[src/rtl/tpu_result_reader.sv]
// tpu_result_reader: drains rows of the tpu_core result buffer into a valid/ready stream.
module tpu_result_reader #(
    parameter int ADDR_WIDTH           = 10,
    parameter int SYSTOLIC_ARRAY_WIDTH = 16,
    parameter int DATA_WIDTH_ACCUM     = 32
) (
    input  logic                               clk,
    input  logic                               rst,
    input  logic                               req_valid,
    output logic                               req_ready,
    input  logic [ADDR_WIDTH-1:0]              req_base_addr,
    input  logic [7:0]                         req_rows,
    output logic [ADDR_WIDTH-1:0]              axim_rd_addr_out,
    output logic                               axim_rd_en_out,
    input  logic signed [DATA_WIDTH_ACCUM-1:0] axim_rd_data_in [SYSTOLIC_ARRAY_WIDTH],
    output logic                               out_valid,
    input  logic                               out_ready,
    output logic signed [DATA_WIDTH_ACCUM-1:0] out_data [SYSTOLIC_ARRAY_WIDTH],
    output logic [7:0]                         out_row_idx,
    output logic                               out_last,
    output logic                               busy,
    output logic                               done
);
    typedef enum logic [1:0] {S_IDLE, S_RUN, S_DRAIN, S_DONE} state_t;
    state_t                             r_state;
    logic [ADDR_WIDTH-1:0]              r_base;
    logic [ADDR_WIDTH-1:0]              r_addr;
    logic [7:0]                         r_rows;
    logic [7:0]                         r_issued;
    logic [7:0]                         r_emitted;
    logic                               r_en;
    logic                               r_pend;
    logic                               r_busy;
    logic                               r_done;
    logic [1:0]                         r_wr;
    logic [1:0]                         r_rd;
    logic [1:0]                         r_count;
    logic signed [DATA_WIDTH_ACCUM-1:0] r_buf [3][SYSTOLIC_ARRAY_WIDTH];
    logic                               w_pop;
    logic                               w_issue;
    logic                               w_fin;

    function automatic logic [1:0] nxt(input logic [1:0] p);
        return (p == 2'd2) ? 2'd0 : p + 2'd1;
    endfunction

    // A read lands two edges after issue, so slots cover buffered rows plus both pipeline stages.
    always_comb begin
        w_pop   = out_valid && out_ready;
        w_issue = (r_state == S_RUN) && (r_issued != r_rows) &&
                  ({1'b0, r_count} + {2'b0, r_en} + {2'b0, r_pend} <= 3'd2 + {2'b0, w_pop});
        w_fin   = (r_emitted + {7'b0, w_pop}) == r_rows;
    end

    assign req_ready        = r_state == S_IDLE;
    assign axim_rd_addr_out = r_addr;
    assign axim_rd_en_out   = r_en;
    assign out_valid        = r_count != 2'd0;
    assign out_data         = r_buf[r_rd];
    assign out_row_idx      = r_emitted;
    assign out_last         = out_valid && (r_emitted == r_rows - 8'd1);
    assign busy             = r_busy;
    assign done             = r_done;

    always_ff @(posedge clk) begin
        if (rst) begin
            r_state   <= S_IDLE;
            r_base    <= '0;
            r_addr    <= '0;
            r_rows    <= '0;
            r_issued  <= '0;
            r_emitted <= '0;
            r_en      <= 1'b0;
            r_pend    <= 1'b0;
            r_busy    <= 1'b0;
            r_done    <= 1'b0;
            r_wr      <= '0;
            r_rd      <= '0;
            r_count   <= '0;
            for (int i = 0; i < 3; i++)
                for (int j = 0; j < SYSTOLIC_ARRAY_WIDTH; j++)
                    r_buf[i][j] <= '0;
        end else begin
            r_pend  <= r_en;
            r_done  <= 1'b0;
            r_en    <= w_issue;
            r_count <= r_count + {1'b0, r_pend} - {1'b0, w_pop};
            if (r_pend) begin
                r_buf[r_wr] <= axim_rd_data_in;
                r_wr        <= nxt(r_wr);
            end
            if (w_pop) begin
                r_rd      <= nxt(r_rd);
                r_emitted <= r_emitted + 8'd1;
            end
            if (w_issue) begin
                r_addr   <= r_base + ADDR_WIDTH'(r_issued);
                r_issued <= r_issued + 8'd1;
            end
            case (r_state)
                S_IDLE: if (req_valid) begin
                    r_base    <= req_base_addr;
                    r_rows    <= req_rows;
                    r_emitted <= '0;
                    if (req_rows == 8'd0) begin
                        r_state  <= S_DONE;
                        r_done   <= 1'b1;
                        r_issued <= '0;
                    end else begin
                        r_state  <= S_RUN;
                        r_busy   <= 1'b1;
                        r_en     <= 1'b1;
                        r_addr   <= req_base_addr;
                        r_issued <= 8'd1;
                    end
                end
                S_RUN: if (r_issued == r_rows) r_state <= S_DRAIN;
                S_DRAIN: if (w_fin) begin
                    r_state <= S_DONE;
                    r_done  <= 1'b1;
                    r_busy  <= 1'b0;
                end
                default: r_state <= S_IDLE;
            endcase
        end
    end
endmodule

[config.mk]
export PLATFORM = sky130hd
export DESIGN_NAME = tpu_result_reader
export DESIGN_NICKNAME = d
export VERILOG_FILES = /design/src/rtl/tpu_result_reader.sv
export SDC_FILE = /design/constraint.sdc
export NUM_CORES = 2
export LEC_CHECK = 0
export ABC_AREA = 1
export BUFFER_PORTS_ARGS = -buffer_cell sky130_fd_sc_hd__buf_2
export CORE_ASPECT_RATIO = 0.5
export CORE_MARGIN = 1.5
export CORE_UTILIZATION = 55
export CTS_BUF_LIST = sky130_fd_sc_hd__clkbuf_2
export DETAILED_ROUTE_END_ITERATION = 16
export GPL_ROUTABILITY_DRIVEN = 0
export GPL_TIMING_DRIVEN = 0
export PLACE_DENSITY_LB_ADDON = 0.1
export SLEW_MARGIN = 30
export SYNTH_ARGS = -nofsm -noshare
export SYNTH_HDL_FRONTEND = slang
export SYNTH_SLANG_ARGS = --single-unit
[constraint.sdc]
create_clock -name clk -period 86.9 [get_ports clk]
set_input_delay 13.035 -clock clk [delete_from_list [all_inputs] [get_ports clk]]
set_output_delay 13.035 -clock clk [all_outputs]
set_load 0.05 [all_outputs]
# Word-level counts from Yosys, hierarchy flattened
# Memory sizes are Yosys's and may differ from the RTL's. A register that Yosys moved wholly into a read port is not among the register bits.
# Index checks and enable logic that the tools add are counted.
[op_classes]
n_addsub = 12
magnitude_cmp = 1
eq_ne = 12
n_mux = 39
reduce_logical = 12
[op_table]
columns = ["op", "n"]
rows = [
  ["512-bit two-way mux", 1],
  ["512-bit OR reduction", 1],
  ["8-bit two-way mux", 6],
  ["10-bit two-way mux", 4],
  ["8-bit equality test", 3],
  ["2-bit two-way mux", 9],
  ["8-bit by 1-bit adder with 8-bit output (second input constant)", 2],
  ["1-bit two-way mux", 16],
  ["10-bit by 8-bit adder with 10-bit output", 1],
  ["8-bit by 1-bit adder with 8-bit output", 1],
  ["8-bit zero test", 1],
  ["8-bit inequality test", 1],
  ["8-bit by 1-bit subtractor with 8-bit output (second input constant)", 1],
  ["2-bit equality test (second input constant)", 3],
  ["2-bit inequality test (second input constant)", 3],
  ["2-bit one-hot mux with 3 select lines", 1],
  ["2-bit by 1-bit adder with 2-bit output (second input constant)", 2],
  ["1-bit logical AND", 4],
  ["1-bit one-hot mux with 2 select lines", 2],
  ["4-bit AND reduction", 1],
  ["2-bit nonzero test", 2],
  ["2-bit by 1-bit adder with 3-bit output", 1],
  ["2-bit by 1-bit adder with 3-bit output (first input constant)", 1],
  ["3-bit by 1-bit adder with 3-bit output", 1],
  ["other kinds (8)", 8],
]
[word_totals]
regBits = 56
ram_bits = 1536
input_bits = 534
mem_count = 1
[memory_table]
columns = ["memory", "words", "word_bits", "rd", "rd_clocked_by_memory_dff", "write_ports", "line_no", "source"]
rows = [
  ["r_buf", 3, 512, 1, 1, 3, "38", "logic signed [DATA_WIDTH_ACCUM-1:0] r_buf [3][SYSTOLIC_ARRAY_WIDTH];"],
]

# Longest topological paths before layout
[depth]
depth_word = 9
ltp_mapped = 18
mapped_depth_nobuf = 18

# Least setup slack after synthesis
# Ideal clock, no wire load.
[synth_timing]
path_type = "input -> register"
start = "in rst"
end = "mem r_buf[3][0] in the netlist's numbering (enable)"
setup_time_ns = 1.917
arrival_ns = 46.001
t_required_ns = 84.983
slack_ns = 38.982
stages = 6
path_cell_list = "buf_2 nor2_2 inv_2 clkbuf_1 buf_2 nor3_1"
[synth_lines]
columns = ["element", "line_no", "source"]
rows = [
  ["start: declaration", "8", "input logic rst,"],
  ["end: declaration", "38", ""],
]

==> summary.md <==
| Metric | Value |
|---|---|
| Result of the run | `finished, final reports clean` |
| Remaining max-slew budget at the tightest pin | `33.1%` |
| Average footprint of a synthesized cell | `11.3 um^2` |
| Net switching power | `1.37 mW` |
| Cell chain of the critical path | `buf_2, clkinv_1, clkbuf_2, clkbuf_1, o21ai_0, o22ai_1, buf_2` |
| Detailed Route WL | `269000 um` |
| Post-cts resize count | `0` |
| Internal reg-to-reg setup slack | `82.18 ns` |
| Count of non-filler cells in the finished layout | `11924` |
| Number of vias per cell | `5.56` |
| Worst Hold Margin | `0.482 ns` |
| Top achievable clock speed | `56.8 MHz` |
| Maximum clock insertion buffer count | `4` |
| Final standard cell area without fillers | `0.102 mm^2` |
| Total vias in the final route | `66265` |
| Cell area after placement | `0.0973 mm^2` |
| Fin. Hold Viols | `0` |
| TritonCTS buffer count | `460` |
| Main area contributors after synthesis | `edfxtp_1, nor2_1, o21ai_0` |
| Post-synth top area share | `70.3%` |
| Power Dens Cells | `29.7 mW/mm^2` |
| Critical path's slowest cell | `clkbuf_2` |
| Global-route wire length before repair | `388000 um` |
| Lkg Pwr | `42.6 nW` |
| Number of cell rows | `103` |
| Number of hold buffers added after CTS | `0` |
| Net count of the mapped netlist | `8300` |
| Fraction of the cycle the final worst path needs | `20.3%` |
| Post-synthesis async set-or-reset flop share | `0%` |
| FF+latch count, synth | `2106` |
| Netlist Area Pre-Place | `0.0875 mm^2` |
| Class of the most critical hold timing path | `flip-flop to flip-flop` |
| Power consumption | `3.02 mW` |
| Worst-case setup slack after placement | `69.34 ns` |
| GRT Total Usage | `32.4%` |
| Number of standard cells after synthesis | `7743` |
| Required time reported for the critical path endpoint | `73.86 ns` |
| Remaining Overflow, GRT | `0` |
| Number of nets in the layout | `9961` |
| Share of total power in combinational logic | `39.9%` |
| RSZ-0062 raised after global routing | `no` |
| Die area | `0.162 mm^2` |
| Synthesis-to-finish area growth | `16.1%` |
| Share of the core filled with cells | `64.3%` |
| Sort of element at the end of the critical path | `primary output` |
| Share of layout cells above drive strength 1 | `22.7%` |
| Fraction of the yosys area taken by sequential cells | `71.6%` |
| Storage cell area | `0.0627 mm^2` |
| Core ar. | `0.158 mm^2` |
| Period minus WS final | `17.60 ns` |
| Remaining antenna violation count after routing | `0` |
| Area occupied by multi-input gates | `0.0202 mm^2` |
| Cell taking the most area after synthesis | `edfxtp_1` |
| Proportion of power drawn by flip-flops and latches | `39.5%` |
| Most used flip-flop cell after synthesis | `edfxtp_1` |
| IO Count | `1070` |
| Final-report setup violation count | `0` |
| CTS tree | `yes` |
| WL/cell | `22.6 um` |
| Port buffer count | `1068` |
| Buffers inserted by post-CTS timing repair | `0` |
| Initial antenna violation count | `107` |
| Switching Share | `45.3%` |
| Number of filler instances in the final layout | `12972` |
| Starting DRC count in detailed routing | `6383` |
| Kind of critical path | `flip-flop to primary output` |
| Longest individual stage delay on the worst path | `0.64 ns` |
| Initial Util | `55.4%` |
| Most common cell in the synthesized netlist | `nor2_1` |
| Largest net degree at the start of global routing | `43` |
| TNS Setup | `0 ns` |
| Residual DRC count | `0` |
| Die Span X | `567 um` |
| Netlist cell types | `42` |
| H-tree depth | `5` |
| Post-DP HPWL | `181000 um` |
| Critical path launch point type | `flip-flop` |
| Clock slew at reported path FFs | `0.11 ns` |
| Crit path arrival time | `4.57 ns` |
| VDD IR-drop max | `19.9 uV` |
| Clock sink total | `2106` |
| Peak fanout along the critical path | `10` |
| Final max-slew violation count | `0` |
| Internal | `1.65 mW` |
| Post-route setup slack | `69.30 ns` |
| Die Ht | `285 um` |
| Synth top cells by count | `nor2_1, edfxtp_1, o21ai_0` |
| Number of synthesis warnings | `0` |
| DR pass1 iterations | `5` |
| Cell occurring most often along the worst timing path | `buf_2` |
| Post-Place Cells | `11042` |
| EDFF count, synth | `2048` |
| Layout Skew | `0.170 ns` |
| Max Cap Viol | `0` |
| Vias in the first global route | `63800` |
| Share of total power in the clock network | `20.6%` |
| Insertion delay of the later-clocked pin in the worst-skew pair | `1.61 ns` |
| Worst slew pin tran | `1.00 ns` |
| Root buffer cell | `clkbuf_2` |
[kinds of logic (layout without fill, tap and decap cells)]
kind of cell    count (synthesis)  after routing  synth area share [%]
fa+ha+maj                      23             23                 0.346
simple gates                 2853           2853                  12.5
other cells                     0             75                     0
buf+inv                      1123           3129                  5.29
flops                        2106           2106                  71.6
xor+xnor                       24             24                 0.240
compound gates               1614           1614                  10.0
[area by class of cell]
cell class | instances | area share [%]
clock buffers | 720 | 3.55
multi-input cells | 4514 | 19.9
well taps | 2100 | 2.59
diodes | 75 | 0.185
plain buffers | 530 | 2.37
flip-flops and latches | 2106 | 61.7
inverters | 593 | 2.19
repair buffers | 1199 | 7.04
clock inverters | 87 | 0.453
[cells in the final DEF, fill, tap and decap left out, types with 8 or more instances in the layout]
cell / n
a21oi_1: 38
buf_1: 15
buf_12: 27
buf_16: 21
buf_2: 1264
buf_4: 105
buf_6: 18
clkbuf_1: 267
clkbuf_2: 732
clkinv_1: 72
dfxtp_1: 58
diode_2: 75
edfxtp_1: 2048
ha_1: 21
inv_1: 584
inv_2: 8
nand2_1: 121
nand3_1: 46
nand4_1: 12
nor2_1: 2613
nor3_1: 36
o21ai_0: 1051
o22ai_1: 512
xor2_1: 17
[worst paths after layout]
path	start	end	depth (start not counted)
min reg2reg	busy$_SDFFE_PP0P_	busy$_SDFFE_PP0P_	2
max	flip-flop	out_data[203]	7
max reg2reg	r_pend$_SDFF_PP0_	r_buf[3][304]$_DFFE_PP_	16
min	busy$_SDFFE_PP0P_	busy$_SDFFE_PP0P_	2
[registers in the layout (all words and copies together), names as in the netlist, 2 cells and up, named ones only]
register / flops
r_buf: 2048
r_issued: 8
axim_rd_addr_out: 10
r_state: 2
r_base: 10
r_rd: 2
r_wr: 2
r_count: 2
r_rows: 8
out_row_idx: 8
[power groups by stage]
stage / Sequential (mW) / Combinational [mW] / Clock (mW)
2_1_floorplan: 1.24 / 0.800 / 0
3_3_place_gp: 1.25 / 1.18 / 0
3_5_place_dp: 1.21 / 1.20 / 0
4_1_cts: 1.19 / 1.20 / 0.626
5_1_grt: 1.20 / 1.25 / 0.677
6_report: 1.19 / 1.20 / 0.623
[worst max-delay path, delay by kind of cell, from the launching register on]
kind / cells / cell delay, ns
buffers and inverters: 5 / 2.10
AO/OA/AOI/OAI: 2 / 0.58
flip-flops: 1 / 0.32
[per-layer routing]
| metal | share of wire [%] | track usage, % |
|---|---|---|
| met5 | 0.047 | 0 |
| met4 | 6.8 | 22.0 |
| met3 | 8.1 | 6.39 |
| met2 | 48 | 52.2 |
| met1 | 37 | 40.0 |
Note: power is estimated with default switching activity, not from simulation.
